File: src/rtl/bcd_tick_counter_pkg.sv
// Shared types and constants for the tick-driven BCD counter.
// Holds the run/stop state encoding, digit width and the digit clamp helper.
package bcd_tick_counter_pkg;

  localparam int DIGIT_W = 4;
  localparam logic [DIGIT_W-1:0] BCD_MAX_DIGIT = 4'd9;

  typedef enum logic {
    STOPPED = 1'b0,
    RUNNING = 1'b1
  } state_t;

  function automatic logic [DIGIT_W-1:0] clamp_digit(input logic [DIGIT_W-1:0] d);
    return (d > BCD_MAX_DIGIT) ? BCD_MAX_DIGIT : d;
  endfunction

endpackage

File: src/rtl/bcd_digit.sv
// One decimal digit: load with clamp, or step up/down when enabled; updates on the next clk.
// term flags the digit that carries/borrows into its neighbour for the current direction.
module bcd_digit
  import bcd_tick_counter_pkg::*;
(
  input  logic               clk,
  input  logic               rst,
  input  logic               en,
  input  logic               up,
  input  logic               load,
  input  logic [DIGIT_W-1:0] load_digit,
  output logic [DIGIT_W-1:0] digit,
  output logic               term
);

  // >= keeps the rollover safe even if the digit were ever out of range
  assign term = up ? (digit >= BCD_MAX_DIGIT) : (digit == '0);

  always_ff @(posedge clk) begin
    if (rst) begin
      digit <= '0;
    end else if (load) begin
      digit <= clamp_digit(load_digit);
    end else if (en) begin
      if (up) begin
        digit <= (digit >= BCD_MAX_DIGIT) ? '0 : digit + 4'd1;
      end else begin
        digit <= (digit == '0) ? BCD_MAX_DIGIT : digit - 4'd1;
      end
    end
  end

endmodule

File: src/rtl/bcd_tick_counter.sv
// Run/stop up/down BCD counter ticked by rising edges of clk_div sampled as data in clk.
// bcd updates on the counted edge; tick/wrap pulse for the following cycle; no backpressure.
module bcd_tick_counter
  import bcd_tick_counter_pkg::*;
#(
  parameter int DIGITS = 4
) (
  input  logic                    clk,
  input  logic                    rst,
  input  logic                    clk_div,
  input  logic                    start,
  input  logic                    stop,
  input  logic                    up,
  input  logic                    load,
  input  logic [DIGIT_W*DIGITS-1:0] load_val,
  output logic [DIGIT_W*DIGITS-1:0] bcd,
  output logic                    tick,
  output logic                    wrap,
  output logic                    running
);

  logic              clk_div_q;
  logic              edge_det;
  logic              count_en;
  state_t            state;
  state_t            state_nxt;
  logic [DIGITS:0]   en;
  logic [DIGITS-1:0] term;

  always_ff @(posedge clk) begin
    if (rst) begin
      clk_div_q <= 1'b0;
    end else begin
      clk_div_q <= clk_div;
    end
  end

  assign edge_det = clk_div & ~clk_div_q;
  // counting looks at the state before this cycle's start/stop takes effect
  assign count_en = edge_det & (state == RUNNING) & ~load;

  always_ff @(posedge clk) begin
    if (rst) begin
      state <= STOPPED;
    end else begin
      state <= state_nxt;
    end
  end

  always_comb begin
    state_nxt = state;
    case (state)
      STOPPED: if (start && !stop) state_nxt = RUNNING;
      RUNNING: if (stop) state_nxt = STOPPED;
      default: state_nxt = STOPPED;
    endcase
  end

  assign running = (state == RUNNING);

  assign en[0] = count_en;

  for (genvar i = 0; i < DIGITS; i++) begin : g_digit
    bcd_digit u_digit (
      .clk        (clk),
      .rst        (rst),
      .en         (en[i]),
      .up         (up),
      .load       (load),
      .load_digit (load_val[i*DIGIT_W +: DIGIT_W]),
      .digit      (bcd[i*DIGIT_W +: DIGIT_W]),
      .term       (term[i])
    );
    assign en[i+1] = en[i] & term[i];
  end

  // carry out of the top digit is exactly the all-9s/all-0s rollover
  always_ff @(posedge clk) begin
    if (rst) begin
      tick <= 1'b0;
      wrap <= 1'b0;
    end else begin
      tick <= count_en;
      wrap <= en[DIGITS];
    end
  end

endmodule
File: config.mk
export PLATFORM = sky130hd
export DESIGN_NAME = bcd_tick_counter
export DESIGN_NICKNAME = d
export VERILOG_FILES = /design/src/rtl/bcd_tick_counter_pkg.sv /design/src/rtl/bcd_digit.sv /design/src/rtl/bcd_tick_counter.sv
export SDC_FILE = /design/constraint.sdc
export NUM_CORES = 1
export LEC_CHECK = 0
export CORE_MARGIN = 5
export CORE_UTILIZATION = 57
export CTS_BUF_LIST = sky130_fd_sc_hd__clkbuf_8
export CTS_CLUSTER_DIAMETER = 100
export DETAILED_ROUTE_END_ITERATION = 12
export PLACE_DENSITY = 0.88
export SYNTH_ARGS = -nofsm -noshare
export SYNTH_HDL_FRONTEND = slang
export SYNTH_HIERARCHICAL = 1
export SYNTH_SLANG_ARGS = --single-unit
export TNS_END_PERCENT = 5
File: constraint.sdc
create_clock -name clk -period 3.75 [get_ports clk]
set_input_delay 1.125 -clock clk [delete_from_list [all_inputs] [get_ports clk]]
set_output_delay 1.125 -clock clk [all_outputs]
set_load 0.01 [all_outputs]
**Yosys cells after proc, flatten, opt, wreduce, memory -nomap -nowiden**

Index checks and enable logic that the tools add are counted.

- Flip-flop bits (word level): 20
- Bits of input ports: 23
- Output and inout port bits: 19
- Logic and storage cells: 75

- $add $sub $neg: 8
- Order comparisons: 8
- Mux-type cells: 31
- Bitwise logic cells: 10
- Reductions and logical operators: 10

Operators with widths:

| cell | number |
|---|---|
| 4-bit 2-to-1 mux | 24 |
| 4-bit by 1-bit adder with 4-bit output (second input constant) | 4 |
| 4-bit greater-or-equal comparator (second input constant) | 4 |
| 4-bit > comparator (second input constant) | 4 |
| 4-bit logical NOT | 4 |
| 4-bit by 1-bit subtractor with 4-bit output (second input constant) | 4 |
| 2-bit nonzero test | 4 |
| 1-bit bitwise AND | 7 |
| 1-bit 2-to-1 mux | 6 |
| 1-bit NOT | 3 |
| 1-bit one-hot mux with 2 select lines | 1 |
| 1-bit logical AND | 1 |
| 1-bit logical NOT | 1 |

**Depth between registers and ports, before layout**

Gate-level depths: netlist (run 1).

- Word-level depth: 9
- Gate-level depth with buffers: 11
- Depth with buffers taken out: 11

**Hierarchy**

The synthesis (run 1) kept the hierarchy.

Modules (own cells, without submodules):

| module | instances | cells an instance | area an instance (sq um) | sequential area each (sq um) |
|---|---|---|---|---|
| bcd_digit | 4 | 59 | 442.9 | 80.1 |
| bcd_tick_counter | 1 | 15 | 166.4 | 80.1 |

**Worst setup path after synthesis (run 1)**

OpenSTA, ideal clock, no wires.

- Path type: in2reg
- Start: in up
- End: reg g_digit[3].u_digit.digit[2]
- Library setup time: 101 ps
- Arrival time: 2282 ps
- Data required time: 3649 ps
- Setup slack: 1367 ps
- Stages: 9
- Buffers on the path: 0
- Cells stage by stage: inv_1 o21a_1 a21oi_1 nand3_1 nor2_1 inv_1 nor2_1 a31oi_1 o41ai_1

- Word-level cells in the longest chain between the ends: 5
- Elaborated cells on any way between the ends: 10
- Classes of those cells: mux (6); bitwise (3); reduce/logical (1)

RTL lines:

| element | line | RTL |
|---|---|---|
| from (decl) | bcd_tick_counter.sv:13 | `input logic up,` |
| 1-bit 2-to-1 mux | bcd_digit.sv:17 | `assign term = up ? (digit >= BCD_MAX_DIGIT) : (digit == '0);` |
| net term[0] | bcd_tick_counter.sv:28 | `logic [DIGITS-1:0] term;` |
| 1-bit bitwise AND (3 in a row) | bcd_tick_counter.sv:74 | `assign en[i+1] = en[i] & term[i];` |
| net en[3] | bcd_tick_counter.sv:27 | `logic [DIGITS:0] en;` |
| 2-bit nonzero test (no line) | -- |  |
| to (signal assigned) | bcd_digit.sv:23 | `digit <= clamp_digit(load_digit);` |
| to (signal assigned) | bcd_digit.sv:26 | `digit <= (digit >= BCD_MAX_DIGIT) ? '0 : digit + 4'd1;` |
| to (signal assigned) | bcd_digit.sv:28 | `digit <= (digit == '0) ? BCD_MAX_DIGIT : digit - 4'd1;` |
| to (decl) | bcd_digit.sv:12 | `output logic [DIGIT_W-1:0] digit,` |

The timed path passes the listed nets, and every way through them passes these cells. The select of a mux whose other input is x is not followed.
A chain may end at the register's enable or synchronous reset.

**Worst setup path in the final report (run 1)**

Ends and elaborated chain as after synthesis.

==> metrics.md, run 1 <==
| Metric | Value |
|---|---|
| Outcome | `complete, no violations` |
| Avg WL per Cell | `14.9 um` |
| Worst Reg-to-Reg Cells | `11` |
| Async set-reset flop share out of synthesis | `0%` |
| Crit path capture type | `flip-flop` |
| Port Buffer Count | `41` |
| Main synth FF type | `dfxtp_1` |
| DRC | `0` |
| Final ANT Viol Nets | `0` |
| Placed Area | `0.00233 sq mm` |
| Sw Share | `30.2%` |
| Antenna violations before repair | `0` |
| Nets@finish | `327` |
| H-tree depth | `1` |
| Initial Util | `58.5%` |
| Combinational fraction of design power | `29.3%` |
| CTS Sinks | `20` |
| Int Power | `0.459 mW` |
| Number of global-route vias before repair | `1852` |
| Post-synthesis sequential area ratio | `20.7%` |
| Setup violators final | `0` |
| Final wirelength | `4.98 mm` |
| Critical path startpoint category | `input pin` |
| LEAKAGE | `0.868 nW` |
| Post-CTS Resized | `0` |
| HPWL after DPL | `3.64 mm` |
| DR iter-0 viols | `303` |
| Crit-path max FO | `10` |
| Placer Congestion | `0.971` |
| CP Data Arrival Time | `3.43 ns` |
| Tcrit/Tclk final | `87.3%` |
| CTS Buf Count | `3` |
| Layout cells sized above 1 | `5.92%` |
| Fillers | `269` |
| Kind of critical path | `input pin to flip-flop` |
| Vias per Instance | `6.06` |
| Critical Path RT | `3.91 ns` |
| Fin. max-slew vios | `0` |
| Fmax | `305 MHz` |
| Max-capacitance violation count | `0` |
| Setup tns final | `0 ns` |
| Total global-route track usage | `22.5%` |
| Worst-skew pair later-pin latency | `0.26 ns` |
| Slew HR | `39.6%` |
| Worst-Margin Slew | `0.904 ns` |
| Mapped Nets | `290` |
| First-pass GRT wire length | `8.20 mm` |
| Die height | `68.3 um` |
| Power per cell area | `273 mW/mm^2` |
| Cells after Synth | `251` |
| Setup Fix Bufs, Post-CTS | `0` |
| CTS clk-pin slew, worst paths | `0.08 ns` |
| Die X | `68.3 um` |
| CTS tree | `built` |
| Fin area | `0.00240 sq mm` |
| Minimum clock period | `3.28 ns` |
| Min-Delay Path Class | `flip-flop to flip-flop` |
| Psw | `0.198 mW` |
| Worst IR Drop VDD | `0.266 mV` |
| Final Hold Fails | `0` |
| Area added between synthesis and finish | `24.1%` |
| Hold_buf cts | `0` |
| Post-synth EDFFs | `0` |
| Drt first pass iters | `5` |
| Synthesized area | `0.00194 sq mm` |
| # rows | `21` |
| Clock Tree Root | `clkbuf_8` |
| WHS Path Cells | `2` |
| FF+latch count, synth | `20` |
| ANT cells | `0` |
| Clock buffer depth | `2` |
| RSZ-0062 raised after global routing | `false` |
| Post-synth cell types | `32` |
| Number of top-level pins | `42` |
| Largest net degree at the start of global routing | `45` |
| Clock power frac | `33.4%` |
| YS warnings | `6` |
| Vias | `2017` |
| Die ar. | `0.00467 sq mm` |
| Core area | `0.00331 sq mm` |
| Sequential Power Share | `37.3%` |
| Syn avg cell area | `7.72 sq um` |
| Setup Skew | `0.00941 ns` |
| GRT overflow | `0` |
-- placed cells by master (no fill, tap or decap), types with 5 or more instances in the layout --
| cell | Yosys | routed |
|---|---|---|
| nor3b_1 | 8 | 8 |
| ha_1 | 16 | 16 |
| inv_1 | 29 | 29 |
| a21oi_1 | 12 | 12 |
| nand3_1 | 13 | 13 |
| clkdlybuf4s50_1 | 0 | 41 |
| a31oi_1 | 12 | 12 |
| a311oi_1 | 8 | 8 |
| nor3_1 | 5 | 5 |
| xnor2_1 | 8 | 8 |
| o21ai_0 | 20 | 20 |
| dfxtp_1 | 20 | 20 |
| nor2_1 | 31 | 31 |
| nor2b_1 | 5 | 5 |
-- cells in the mapped netlist (all sizes together) (5+ instances only) --
library cell  number  share of area, %
nor2              31               6.0
inv               29               5.6
o21ai             24               8.5
dfxtp             20                21
ha                16                10
nand3             13               3.4
a21oi             12               3.1
a31oi             12               3.9
buf               12               4.9
a311oi             8               3.6
nand2b             8               4.1
nor3b              8               3.1
xnor2              8               3.6
nor2b              5               1.6
nor3               5               1.3
-- area by class of cell --
class | instances | area, sq um | share of cell area, %
Clock buffer | 3 | 41.3 | 1.72
Clock inverter | 1 | 30.0 | 1.25
Inverter | 29 | 109 | 4.53
Multi-Input combinational cell | 190 | 1330 | 55.5
Sequential cell | 20 | 400 | 16.6
Tap cell | 46 | 57.6 | 2.39
Timing Repair Buffer | 44 | 433 | 18.0
-- worst paths after layout --
path	from	to	slack, ns
worst max-delay path	up	g_digit[3].u_digit/digit[2]$_SDFFE_PP0P_	0.47
worst min register to register	clk_div_q$_SDFF_PP0_	tick$_SDFF_PP0_	0.55
worst min-delay path	clk_div_q$_SDFF_PP0_	tick$_SDFF_PP0_	0.55
worst max register to register	g_digit[0].u_digit/digit[0]$_SDFFE_PP0P_	g_digit[3].u_digit/digit[2]$_SDFFE_PP0P_	1.22
-- critical path: stages --
cell and delay [ns]:
clkdlybuf4s50_1 0.69, inv_1 0.16, o21a_1 0.15, a21oi_1 0.18, nand3_1 0.14, nor2_1 0.24
inv_1 0.09, nor2_1 0.21, a31oi_1 0.07, o41ai_1 0.36
-- registers in the layout (all words and copies together) (netlist names) --
name	count
clk_div_q	1
g_digit.u_digit/digit	16
wrap	1
running	1
tick	1
-- through the flow --
step	hold WS (ns)	setup slack, ns	util [%]	cells	total power [mW]
global route	0.597	0.270	72.6	333	0.691
global placement	0.533	0.422	70.5	329	0.435
detailed placement	0.538	0.270	70.5	329	0.439
finish	0.551	0.475	72.6	333	0.658
CTS	0.562	0.529	72.6	333	0.657
floorplan	0.507	1.37	-	251	0.366
-- cells by family (layout without fill, tap and decap cells) --
logic type | count (synthesis) | in the layout | share of synthesized area [%]
AO/OA/AOI/OAI | 76 | 76 | 27.6
XOR/XNOR | 8 | 8 | 3.62
adder cells (fa/ha/maj) | 16 | 16 | 10.3
buffers and inverters | 41 | 77 | 10.5
flip-flops | 20 | 20 | 20.7
AND/OR/NAND/NOR | 90 | 90 | 27.2
-- metal layers --
layer  track usage (%)  up-vias  share of wire, %
li1                  -      980                 -
met1              29.0      929                44
met2              36.7       96                47
met3              5.42       12               7.6
met4              6.95        0               1.5
met5                 0        -                 0
-- power by group through the flow --
stage	clock network, mW	registers (mW)	logic (mW)
4_1_cts	0.221	0.245	0.191
2_1_floorplan	0	0.244	0.123
5_1_grt	0.231	0.248	0.212
3_3_place_gp	0	0.249	0.186
6_report	0.220	0.245	0.193
3_5_place_dp	0	0.250	0.189
No activity file was read; power rests on OpenSTA's default activity.
==> run 2: changes to the inputs <==
--- a/config.mk
+++ b/config.mk
@@ -11,6 +11,7 @@
 export CTS_CLUSTER_DIAMETER = 100
 export DETAILED_ROUTE_END_ITERATION = 12
 export PLACE_DENSITY = 0.88
+export REMOVE_ABC_BUFFERS = 1
 export SYNTH_ARGS = -nofsm -noshare
 export SYNTH_HDL_FRONTEND = slang
 export SYNTH_HIERARCHICAL = 1
==> run 2 against run 1 <==
Effect of this change:
- die area is the same
- flip-flop and latch count unchanged
- count of clock-buffer cells in the layout rose by 1
- register-to-register slack improved by 0.13 ns
- via count is 1.7% lower
- wire length fell by 2.3%
- combinational power barely moved
- worst hold slack got worse by 0.019 ns
- highest routed layer unchanged
==> metrics.md, run 2 (synthesized netlist as in run 1, its figures left out) <==
| Metric | Value |
|---|---|
| Die ar. | `0.00467 sq mm (unchanged)` |
| Die X | `68.3 um (unchanged)` |
| Placer Congestion | `0.963 (-0.84%)` |
| Layout cells sized above 1 | `5.59% (-0.33 points)` |
| Hold_buf cts | `0 (unchanged)` |
| Number of top-level pins | `42 (unchanged)` |
| Minimum clock period | `3.06 ns (-0.214 ns)` |
| LEAKAGE | `0.861 nW (-0.82%)` |
| HPWL after DPL | `3.61 mm (-0.94%)` |
| Antenna violations before repair | `0 (unchanged)` |
| First-pass GRT wire length | `7.88 mm (-3.9%)` |
| # rows | `21 (unchanged)` |
| Crit-path max FO | `24 (+14)` |
| Worst-skew pair later-pin latency | `0.26 ns (about the same)` |
| Fmax | `327 MHz (+7.0%)` |
| Slew HR | `41.1% (+1.5 points)` |
| Final ANT Viol Nets | `0 (unchanged)` |
| DR iter-0 viols | `273 (-9.9%)` |
| Vias | `1982 (-1.7%)` |
| Cells along the critical path | `clkdlybuf4s50_1, buf_12, inv_1, o21a_1, a21oi_1, nand3_1, nor2_1, inv_1, nor2_1, nor2b_1, a311oi_1` |
| WHS Path Cells | `2 (unchanged)` |
| Number of global-route vias before repair | `1775 (-4.2%)` |
| Power per cell area | `255 mW/mm^2 (-6.8%)` |
| CP Depth | `11 (+1)` |
| Vias per Instance | `5.97 (-1.4%)` |
| Final Hold Fails | `0 (unchanged)` |
| Port Buffer Count | `41 (unchanged)` |
| Critical path startpoint category | `input pin` |
| Tcrit/Tclk final | `81.6% (-5.7 points)` |
| Commonest non-fill, non-tap cells in the layout | `clkdlybuf4s50_1, nor2_1, inv_1` |
| GRT overflow | `0 (unchanged)` |
| Setup Fix Bufs, Post-CTS | `0 (unchanged)` |
| Largest register FFs | `16 (unchanged)` |
| ANT cells | `0 (unchanged)` |
| CTS tree | `built` |
| Max incr delay on CP | `0.51 ns (-0.18 ns)` |
| Max-capacitance violation count | `0 (unchanged)` |
| Most common cell after layout, fill and taps aside | `clkdlybuf4s50_1` |
| CTS Buf Count | `3 (unchanged)` |
| Drt first pass iters | `4 (-1)` |
| Core area | `0.00331 sq mm (unchanged)` |
| Final wirelength | `4.86 mm (-2.3%)` |
| Crit path buf inv count | `4 (+1)` |
| Crit path capture type | `flip-flop` |
| CTS clk-pin slew, worst paths | `0.08 ns (about the same)` |
| Total global-route track usage | `21.7% (-0.76 points)` |
| Nets@finish | `326 (-0.31%)` |
| Outcome | `complete, no violations` |
| Initial Util | `58.5% (unchanged)` |
| Slowest CP cell | `clkdlybuf4s50_1` |
| Clock buffer depth | `2 (unchanged)` |
| DRC | `0 (unchanged)` |
| Worst Reg-to-Reg Cells | `11 (unchanged)` |
| Clock Tree Root | `clkbuf_8` |
| Die height | `68.3 um (unchanged)` |
| Setup tns final | `0 ns (unchanged)` |
| Critical path's top delay family | `buffers and inverters` |
| Setup Skew | `0.00147 ns (-0.00794 ns)` |
| Tot Pwr | `0.610 mW (-7.2%)` |
| Largest net degree at the start of global routing | `45 (unchanged)` |
| Most flops, register | `g_digit.u_digit/digit` |
| CP Data Arrival Time | `3.20 ns (-0.23 ns)` |
| CTS Sinks | `20 (unchanged)` |
| Kind of critical path | `input pin to flip-flop` |
| H-tree depth | `1 (unchanged)` |
| Critical Path RT | `3.89 ns (-0.02 ns)` |
| Worst IR Drop VDD | `0.311 mV (+17%)` |
| Worst-Margin Slew | `0.881 ns (-0.0228 ns)` |
| Min-Delay Path Class | `flip-flop to flip-flop` |
| Avg WL per Cell | `14.6 um (-2.0%)` |
| RSZ-0062 raised after global routing | `false` |
| Setup violators final | `0 (unchanged)` |
| Area added between synthesis and finish | `23.5%` |
| Post-CTS Resized | `0 (unchanged)` |
| Fin. max-slew vios | `0 (unchanged)` |
| Fillers | `294 (+9.3%)` |
-- run 2: cell count changes in the layout (fill, tap and decap cells not counted) --
cell,previous run,this run
clkbuf_8,3,4
buf_4,3,1
bufinv_16,1,0
buf_12,0,1
-- run 2: metrics by stage --
stage	worst slack, ns	cells	cell area [sq um]	hold WS (ns)	util [%]
final	0.689	332	2390	0.532	72.3
after global routing	0.456	332	2390	0.575	72.3
after CTS	0.687	332	2390	0.537	72.3
after detailed placement	0.434	328	2340	0.526	70.6
after global placement	0.520	328	2340	0.520	70.6
after floorplan	1.37	239	1840	0.507	-
-- run 2: report_power, final --
group / leakage [nW] / internal [mW] / switching (mW)
Clock: 0.0288 / 0.0936 / 0.0788
Sequential: 0.164 / 0.223 / 0.0220
Combinational: 0.668 / 0.0945 / 0.0981
-- run 2: cell type report --
type                            instances  area (sq um)  share of cell area (%)
Timing Repair Buffer                   43           438                    18.3
Clock buffer                            4          55.1                    2.30
Multi-Input combinational cell        190          1330                    55.7
Inverter                               29           109                    4.55
Tap cell                               46          57.6                    2.40
Sequential cell                        20           400                    16.7
-- run 2: per-layer routing --
metal | up-vias | routed length (um) | GRT usage, %
li1 | 982 | - | -
met2 | 88 | 2350 | 38.1
met5 | - | 0 | 0
met3 | 8 | 352 | 3.94
met1 | 904 | 2090 | 27.1
met4 | 0 | 65 | 5.46
-- run 2: worst reg2reg max path: stages (launching register included) --
cell and delay [ns]:
dfxtp_1 0.46, inv_1 0.14, ha_1 0.29, nand2b_4 0.11
o21ai_4 0.07, a21oi_1 0.21, nand3_1 0.14, nor2_1 0.22
inv_1 0.09, nor2_1 0.18, nor2b_1 0.07, a311oi_1 0.31
-- run 2: final timing paths --
path,start,endpoint,slack (ns)
min,running$_SDFF_PP0_,running$_SDFF_PP0_,0.53
max,up,g_digit[3].u_digit/digit[3]$_SDFFE_PP0P_,0.69
min reg2reg,running$_SDFF_PP0_,running$_SDFF_PP0_,0.53
max reg2reg,g_digit[1].u_digit/digit[0]$_SDFFE_PP0P_,g_digit[3].u_digit/digit[3]$_SDFFE_PP0P_,1.35
